### config.mk
export PLATFORM = sky130hd
export DESIGN_NAME = icache_dm
export DESIGN_NICKNAME = d
export VERILOG_FILES = /design/src/rtl/rapid_pkg.sv /design/src/rtl/icache_data_ram.sv /design/src/rtl/icache_dm.sv
export SDC_FILE = /design/constraint.sdc
export NUM_CORES = 2
export LEC_CHECK = 0
export BUFFER_PORTS_ARGS = -buffer_cell sky130_fd_sc_hd__buf_2
export CORE_AREA = 4 4 426 428
export CTS_CLUSTER_SIZE = 12
export DETAILED_ROUTE_END_ITERATION = 8
export DIE_AREA = 0 0 430 432
export GPL_ROUTABILITY_DRIVEN = 0
export PLACE_DENSITY = 0.72
export SETUP_SLACK_MARGIN = 0.05
export SYNTH_ARGS = -nofsm -noshare
export SYNTH_HDL_FRONTEND = slang
export SYNTH_SLANG_ARGS = --single-unit
### constraint.sdc
create_clock -name i_clk -period 7.8 [get_ports i_clk]
set_input_delay 1.17 -clock i_clk [delete_from_list [all_inputs] [get_ports i_clk]]
set_output_delay 1.17 -clock i_clk [all_outputs]
set_load 0.005 [all_outputs]
### src/rtl/rapid_pkg.sv
// Shared types and default geometry for the direct-mapped instruction cache.
package rapid_pkg;

  typedef enum logic [1:0] {
    IDLE    = 2'd0,
    REFILL  = 2'd1,
    RESPOND = 2'd2
  } icache_state_t;

  localparam int DEF_LINES = 16;
  localparam int DEF_WORDS = 4;

endpackage

### src/rtl/icache_data_ram.sv
// Instruction data storage: one write port, one registered read port, no reset.
module icache_data_ram #(
  parameter int XLEN  = 32,
  parameter int DEPTH = 64,
  parameter int AW    = $clog2(DEPTH)
) (
  input  logic                   clk,
  input  logic                   we,
  input  logic [AW-1:0]          waddr,
  input  logic signed [XLEN-1:0] wdata,
  input  logic [AW-1:0]          raddr,
  output logic signed [XLEN-1:0] rdata
);

  logic signed [XLEN-1:0] mem [DEPTH];

  // Write a refill beat and register the read word every cycle.
  always_ff @(posedge clk) begin
    if (we) begin
      mem[waddr] <= wdata;
    end
    rdata <= mem[raddr];
  end

endmodule

### src/rtl/icache_dm.sv
// Direct-mapped instruction cache with burst line refill.
// Optional build macro ICACHE_PERF_CNT_EN adds saturating hit/miss counters.
module icache_dm
  import rapid_pkg::*;
#(
  parameter int XLEN  = 32,
  parameter int LINES = DEF_LINES,
  parameter int WORDS = DEF_WORDS
) (
  input  logic                   i_clk,
  input  logic                   i_reset,
  input  logic                   i_req,
  input  logic [XLEN-1:0]        i_address,
  input  logic                   i_flush,
  output logic signed [XLEN-1:0] o_data,
  output logic                   o_done,
  output logic                   o_busy,
  output logic                   o_mem_req,
  output logic [XLEN-1:0]        o_mem_addr,
  input  logic                   i_mem_valid,
  input  logic [XLEN-1:0]        i_mem_data
`ifdef ICACHE_PERF_CNT_EN
  ,
  output logic [31:0]            o_hit_cnt,
  output logic [31:0]            o_miss_cnt
`endif
);

  localparam int OFF_W  = $clog2(WORDS);
  localparam int IDX_W  = $clog2(LINES);
  localparam int TAG_W  = XLEN - 2 - OFF_W - IDX_W;
  localparam int RAM_AW = IDX_W + OFF_W;

  icache_state_t state, state_nxt;

  logic [LINES-1:0]       valid;
  logic [TAG_W-1:0]       tags [LINES];
  logic [XLEN-3:0]        req_addr;
  logic [OFF_W-1:0]       beat_cnt;
  logic                   flush_pend;
  logic                   hit_vld_p1;
  logic signed [XLEN-1:0] fill_word;
  logic signed [XLEN-1:0] ram_rdata;

  logic [IDX_W-1:0] in_idx, lat_idx;
  logic [OFF_W-1:0] in_off, lat_off;
  logic [TAG_W-1:0] in_tag, lat_tag;
  logic             hit, accept, last_beat, ram_we;
  logic             unused_addr_bits;

  assign unused_addr_bits = ^i_address[1:0];

  assign in_off  = i_address[2 +: OFF_W];
  assign in_idx  = i_address[2+OFF_W +: IDX_W];
  assign in_tag  = i_address[XLEN-1 -: TAG_W];
  assign lat_off = req_addr[0 +: OFF_W];
  assign lat_idx = req_addr[OFF_W +: IDX_W];
  assign lat_tag = req_addr[XLEN-3 -: TAG_W];

  // Flush in IDLE wins over a same-cycle request; the request is dropped.
  assign hit       = valid[in_idx] && (tags[in_idx] == in_tag);
  assign accept    = (state == IDLE) && i_req && !i_flush;
  assign last_beat = (state == REFILL) && i_mem_valid && (beat_cnt == OFF_W'(WORDS - 1));
  assign ram_we    = (state == REFILL) && i_mem_valid;

  icache_data_ram #(
    .XLEN  (XLEN),
    .DEPTH (LINES * WORDS),
    .AW    (RAM_AW)
  ) u_data_ram (
    .clk   (i_clk),
    .we    (ram_we),
    .waddr ({lat_idx, beat_cnt}),
    .wdata (i_mem_data),
    .raddr ({in_idx, in_off}),
    .rdata (ram_rdata)
  );

  // Next-state decode.
  always_comb begin
    state_nxt = state;
    case (state)
      IDLE:    if (accept && !hit) state_nxt = REFILL;
      REFILL:  if (last_beat)      state_nxt = RESPOND;
      RESPOND:                     state_nxt = IDLE;
      default:                     state_nxt = IDLE;
    endcase
  end

  // Control state: FSM, valid bits, beat counter, deferred flush, hit pipeline.
  always_ff @(posedge i_clk) begin
    if (i_reset) begin
      state      <= IDLE;
      valid      <= '0;
      beat_cnt   <= '0;
      flush_pend <= 1'b0;
      hit_vld_p1 <= 1'b0;
    end else begin
      state      <= state_nxt;
      hit_vld_p1 <= accept && hit;
      case (state)
        IDLE: begin
          if (i_flush) valid <= '0;
        end
        REFILL: begin
          if (i_flush) flush_pend <= 1'b1;
          // Counter wraps naturally so the beat address stays inside the line.
          if (i_mem_valid) beat_cnt <= beat_cnt + OFF_W'(1);
          if (last_beat && !flush_pend && !i_flush) valid[lat_idx] <= 1'b1;
        end
        RESPOND: begin
          if (flush_pend || i_flush) valid <= '0;
          flush_pend <= 1'b0;
        end
        default: ;
      endcase
    end
  end

  // Datapath state: latched miss address, tag write, critical-word capture.
  always_ff @(posedge i_clk) begin
    if (accept && !hit) req_addr <= i_address[XLEN-1:2];
    if (last_beat)      tags[lat_idx] <= lat_tag;
    if (ram_we && (beat_cnt == lat_off)) fill_word <= i_mem_data;
  end

  assign o_busy     = (state != IDLE);
  assign o_mem_req  = (state == REFILL);
  assign o_mem_addr = (state == REFILL) ? {req_addr[XLEN-3:OFF_W], beat_cnt, 2'b00} : '0;
  assign o_done     = hit_vld_p1 || (state == RESPOND);
  assign o_data     = (state == RESPOND) ? fill_word :
                      hit_vld_p1         ? ram_rdata : '0;

`ifdef ICACHE_PERF_CNT_EN
  function automatic logic [31:0] sat_inc(input logic [31:0] v);
    return (&v) ? v : v + 32'd1;
  endfunction

  // Hit/miss counters, saturating, cleared only by reset.
  always_ff @(posedge i_clk) begin
    if (i_reset) begin
      o_hit_cnt  <= '0;
      o_miss_cnt <= '0;
    end else if (accept) begin
      if (hit) o_hit_cnt  <= sat_inc(o_hit_cnt);
      else     o_miss_cnt <= sat_inc(o_miss_cnt);
    end
  end
`endif

endmodule

==> results by group <==
Drt
  – Average wire per cell in the routed design: ~34 microns
  – Total vias in the final route: between 40000 and 50000
  – Overall routed net length: 232 mm
  – DRC viols: 0
  – Starting DRT DRC Count: 6593
  – Vias per inst: 6.56
  – TritonRoute pass-1 iters: 5
  – Antenna-violating nets left: 0

Flow run
  – Reported max-cap violation count: 0

Timing
  – Count of final hold-check violations: 0
  – Maximum clock frequency: 0.214 GHz
  – Crit share post-route: 59.9%
  – Actual slew at the worst max-slew pin: ~1.3 ns
  – Worst setup slack after layout: 3.13 ns
  – Slew HR: 15.1%
  – Minimum clock period after layout: ~4.7 ns
  – Hold slack: 0.467 ns
  – Setup clock skew after layout: 0.0648 ns
  – Max-slew violation count: 0
  – RSZ-0062 raised after global routing: no
  – Aggregate negative setup slack: 0 ns
  – Final Setup Violations: 0

Yosys
  – Largest cells by area after synthesis: sky130_fd_sc_hd__edfxtp_1 (77%), sky130_fd_sc_hd__mux4_2 (17%), sky130_fd_sc_hd__dfxtp_1 (1.1%), sky130_fd_sc_hd__mux2i_1 (0.81%), sky130_fd_sc_hd__nor2_1 (0.44%)
  – Most used standard cell by instance count after synthesis: sky130_fd_sc_hd__edfxtp_1
  – Synth Warn #: 0
  – Syn avg cell area: 24.0 sq um
  – Yosys reg bits: about 2500
  – Sequential element share of the synthesized area: 78.2%
  – Main synth FF type: sky130_fd_sc_hd__edfxtp_1
  – Post-Synthesis Cells: 4049
  – Top cell types by occurrence after synthesis: sky130_fd_sc_hd__edfxtp_1 (2494), sky130_fd_sc_hd__mux4_2 (735), sky130_fd_sc_hd__nor2_1 (113)
  – Proportion of netlist area held by the largest area contributor: 77.1%
  – Post-Syn Area: 97200 sq um
  – Most area-hungry cell type in the Yosys netlist: sky130_fd_sc_hd__edfxtp_1
  – FFs w/ async S/R, synth: 0%
  – Number of different library cells in the post-synthesis netlist: 58
  – Number of enable-type register cells in the synthesized netlist: 2494

GRT
  – Initial antenna violation count: 13
  – Pin count of the biggest net entering global routing: 139
  – First-pass GRT wire length: 332 mm
  – Residual overflow from global routing: 0
  – Vias in the first global route: 46000
  – GRT Total Usage: 25.2%

Finish
  – Final standard cell count with taps included and fillers excluded: 6849
  – Filler instances: ~12000
  – Area Growth Syn to Fin: 12.3%
  – End-of-flow core utilization: 61.3%
  – Fraction of final layout cells sized beyond drive strength 1: a little under a third
  – Final nets: 4409

Hold path
  – Hold Crit Endpoint: valid[15]$_SDFFE_PP0P_
  – Launch instance of the worst min-delay path: valid[15]$_SDFFE_PP0P_
  – Path class of the lowest-slack min-delay path: flop to flop
  – Worst Hold Path Cells: 2

Critical path
  – Slowest cell on the critical path: sky130_fd_sc_hd__nor2b_4
  – Crit path cell chain: nor2b_4 > nand2_1 > nor2_1 > nand3_1 > nor2_4 > buf_4
  – Delay contributed by the slowest stage of the critical path: between 0.9 and 1 ns
  – Start-to-end type of the worst setup path: flop to flop
  – Startpoint Class: flop
  – Logic depth of the worst register-to-register path: 6
  – Kind of cell with the highest combined delay on the critical path: simple AND/OR/NAND/NOR gates
  – CP Data Required Time: ~8.3 ns
  – Origin of the critical flop-to-flop path: state[0]$_SDFFE_PP0P_
  – Worst reg2reg setup slack: between 3 and 4 ns
  – Critical path fanouts, max: 39
  – Combined buffer and inverter count along the critical path: 1
  – Worst flop-to-flop path endpoint: u_data_ram.mem[21][9]$_DFFE_PP_
  – Critical path endpoint category: flop
  – CP Data Arrival Time: 5.19 ns

Clock tree
  – Clock transition at the registers of the reported paths: 0.06 ns
  – Maximum buffer depth of the clock tree: 4
  – Clock net sink count: 2548
  – Clock tree from TritonCTS: done
  – Worst-skew pair later-pin latency: 0.91 ns
  – Setup fix buffers added after clock tree synthesis: 0
  – H-tree Lvls: 5
  – Number of buffers added by the clock tree synthesis step: between 200 and 300
  – Clk Tree Root Cell: sky130_fd_sc_hd__clkbuf_16
  – Post-CTS Resized: 0
  – Number of buffers inserted for hold repair after clock tree synthesis: 0

Placement
  – Dpl hpwl: 112 mm
  – Inst Count DP: 6417
  – DP Worst Slack: 2.37 ns
  – Number of I/O port buffers: between 100 and 150

Floorplanning
  – Total core area: 178000 sq um
  – Total I/O pin count: 136
  – Effective utilization at floorplan: between 50% and 60%
  – Die area: 186000 sq um
  – Number of placement rows: 155
  – Vertical die dimension: 432 microns
  – Die width: 430 microns

Status
  – Result of the run: finished, final reports clean

Pwr
  – Max VDD drop: 0.200 mV
  – Cell Pwr Density: roughly 260 nW/um^2
  – Leakage: 0.0341 uW
## worst max-delay path by stage
stage	startpoint	to	slack, ns	cells after the start
CTS	state[0]$_SDFFE_PP0P_	u_data_ram.mem[21][13]$_DFFE_PP_	3.22	6
finish	state[0]$_SDFFE_PP0P_	u_data_ram.mem[21][9]$_DFFE_PP_	3.13	6
global placement	i_address[4]	req_addr[13]$_DFFE_PP_	2.41	10
global route	state[0]$_SDFFE_PP0P_	u_data_ram.mem[21][9]$_DFFE_PP_	3.00	6
detailed placement	i_address[4]	req_addr[13]$_DFFE_PP_	2.37	10
floorplan	i_address[4]	req_addr[0]$_DFFE_PP_	2.98	9
## worst register-to-register path, delay by kind of cell (launching register included)
kind / cells / cell delay [ns]
buffers and inverters: 1 / 0.56
DFF: 1 / 0.44
and+or+nand+nor: 5 / 3.26
## power by group
part	leakage [uW]	total, uW	switching, uW	internal [uW]
registers	0.0229	15100	48.4	15100
clock network	0.00377	11600	4870	6740
logic	0.00745	1200	694	504
total	0.0341	27900	5610	22300
## through the flow
step / power [uW] / cell area [sq um]
6_report: 27900 / 109000
5_1_grt: 28800 / 109000
4_1_cts: 28100 / 109000
3_5_place_dp: 16600 / 101000
3_3_place_gp: 16600 / 101000
2_1_floorplan: 16100 / 97200
## metal layers
layer | wire length, microns | vias up | global-route usage (%)
met5 | 47 | - | 0
met2 | 113000 | 2689 | 39.5
met3 | 22700 | 424 | 5.08
met1 | 88800 | 24000 | 36.5
li1 | - | 17800 | -
met4 | 7530 | 6 | 8.14
## placed cells by master, fill, tap and decap left out, types with 4 or more instances in the layout
master and count:
sky130_fd_sc_hd__and3_1 6, sky130_fd_sc_hd__clkinv_2 7, sky130_fd_sc_hd__clkbuf_16 283, sky130_fd_sc_hd__buf_4 89
sky130_fd_sc_hd__and2_1 32, sky130_fd_sc_hd__nand4_1 5, sky130_fd_sc_hd__nor2_1 35, sky130_fd_sc_hd__buf_2 125
sky130_fd_sc_hd__nor3_1 6, sky130_fd_sc_hd__dfxtp_1 53, sky130_fd_sc_hd__nor2b_1 4, sky130_fd_sc_hd__edfxtp_1 2494
sky130_fd_sc_hd__nand2b_1 4, sky130_fd_sc_hd__mux4_2 735, sky130_fd_sc_hd__inv_6 4, sky130_fd_sc_hd__mux2_2 20
sky130_fd_sc_hd__nor2_4 78, sky130_fd_sc_hd__buf_12 10, sky130_fd_sc_hd__xnor2_1 27, sky130_fd_sc_hd__buf_8 4
sky130_fd_sc_hd__xor2_1 23, sky130_fd_sc_hd__o21ai_0 16, sky130_fd_sc_hd__mux2i_1 79, sky130_fd_sc_hd__diode_2 7
sky130_fd_sc_hd__or2_2 4, sky130_fd_sc_hd__nand3_1 39, sky130_fd_sc_hd__nand2_1 95, sky130_fd_sc_hd__clkbuf_8 9
sky130_fd_sc_hd__clkinv_1 20, sky130_fd_sc_hd__clkbuf_1 99, sky130_fd_sc_hd__mux4_1 11, sky130_fd_sc_hd__a21oi_1 19
## final cells by class
type	count	area [sq um]	area share (%)
clock buffer	390	7560	6.93
clock inverter	35	221	0.203
sequential	2548	76000	69.6
tap	2355	2950	2.70
timing repair buffer	229	1570	1.44
multi-input combinational	1283	20800	19.1
antenna	7	17.5	0.0161
inverter	2	7.51	0.00688
## flip-flops by register name (all words and copies together) (netlist names)
signal / cells
hit_vld_p1: 1
req_addr: 30
state: 2
valid: 16
tags: 384
beat_cnt: 2
flush_pend: 1
u_data_ram.rdata: 32
fill_word: 32
u_data_ram.mem: 2048
## logic make-up (layout without fill, tap and decap cells)
| kind of cell | Yosys count | in the layout | synth area share (%) |
|---|---|---|---|
| AOI/OAI and AO/OA | 59 | 59 | 0.375 |
| xor gates and xnor gates | 50 | 50 | 0.451 |
| adders and majority gates | 1 | 1 | 0.0129 |
| buffers and inverters | 219 | 656 | 1.07 |
| DFF | 2548 | 2548 | 78.2 |
| muxes | 845 | 845 | 18.4 |
| other | 1 | 9 | 0.00386 |
| and+or+nand+nor | 326 | 326 | 1.54 |
Note: power is estimated with default switching activity, not from simulation.
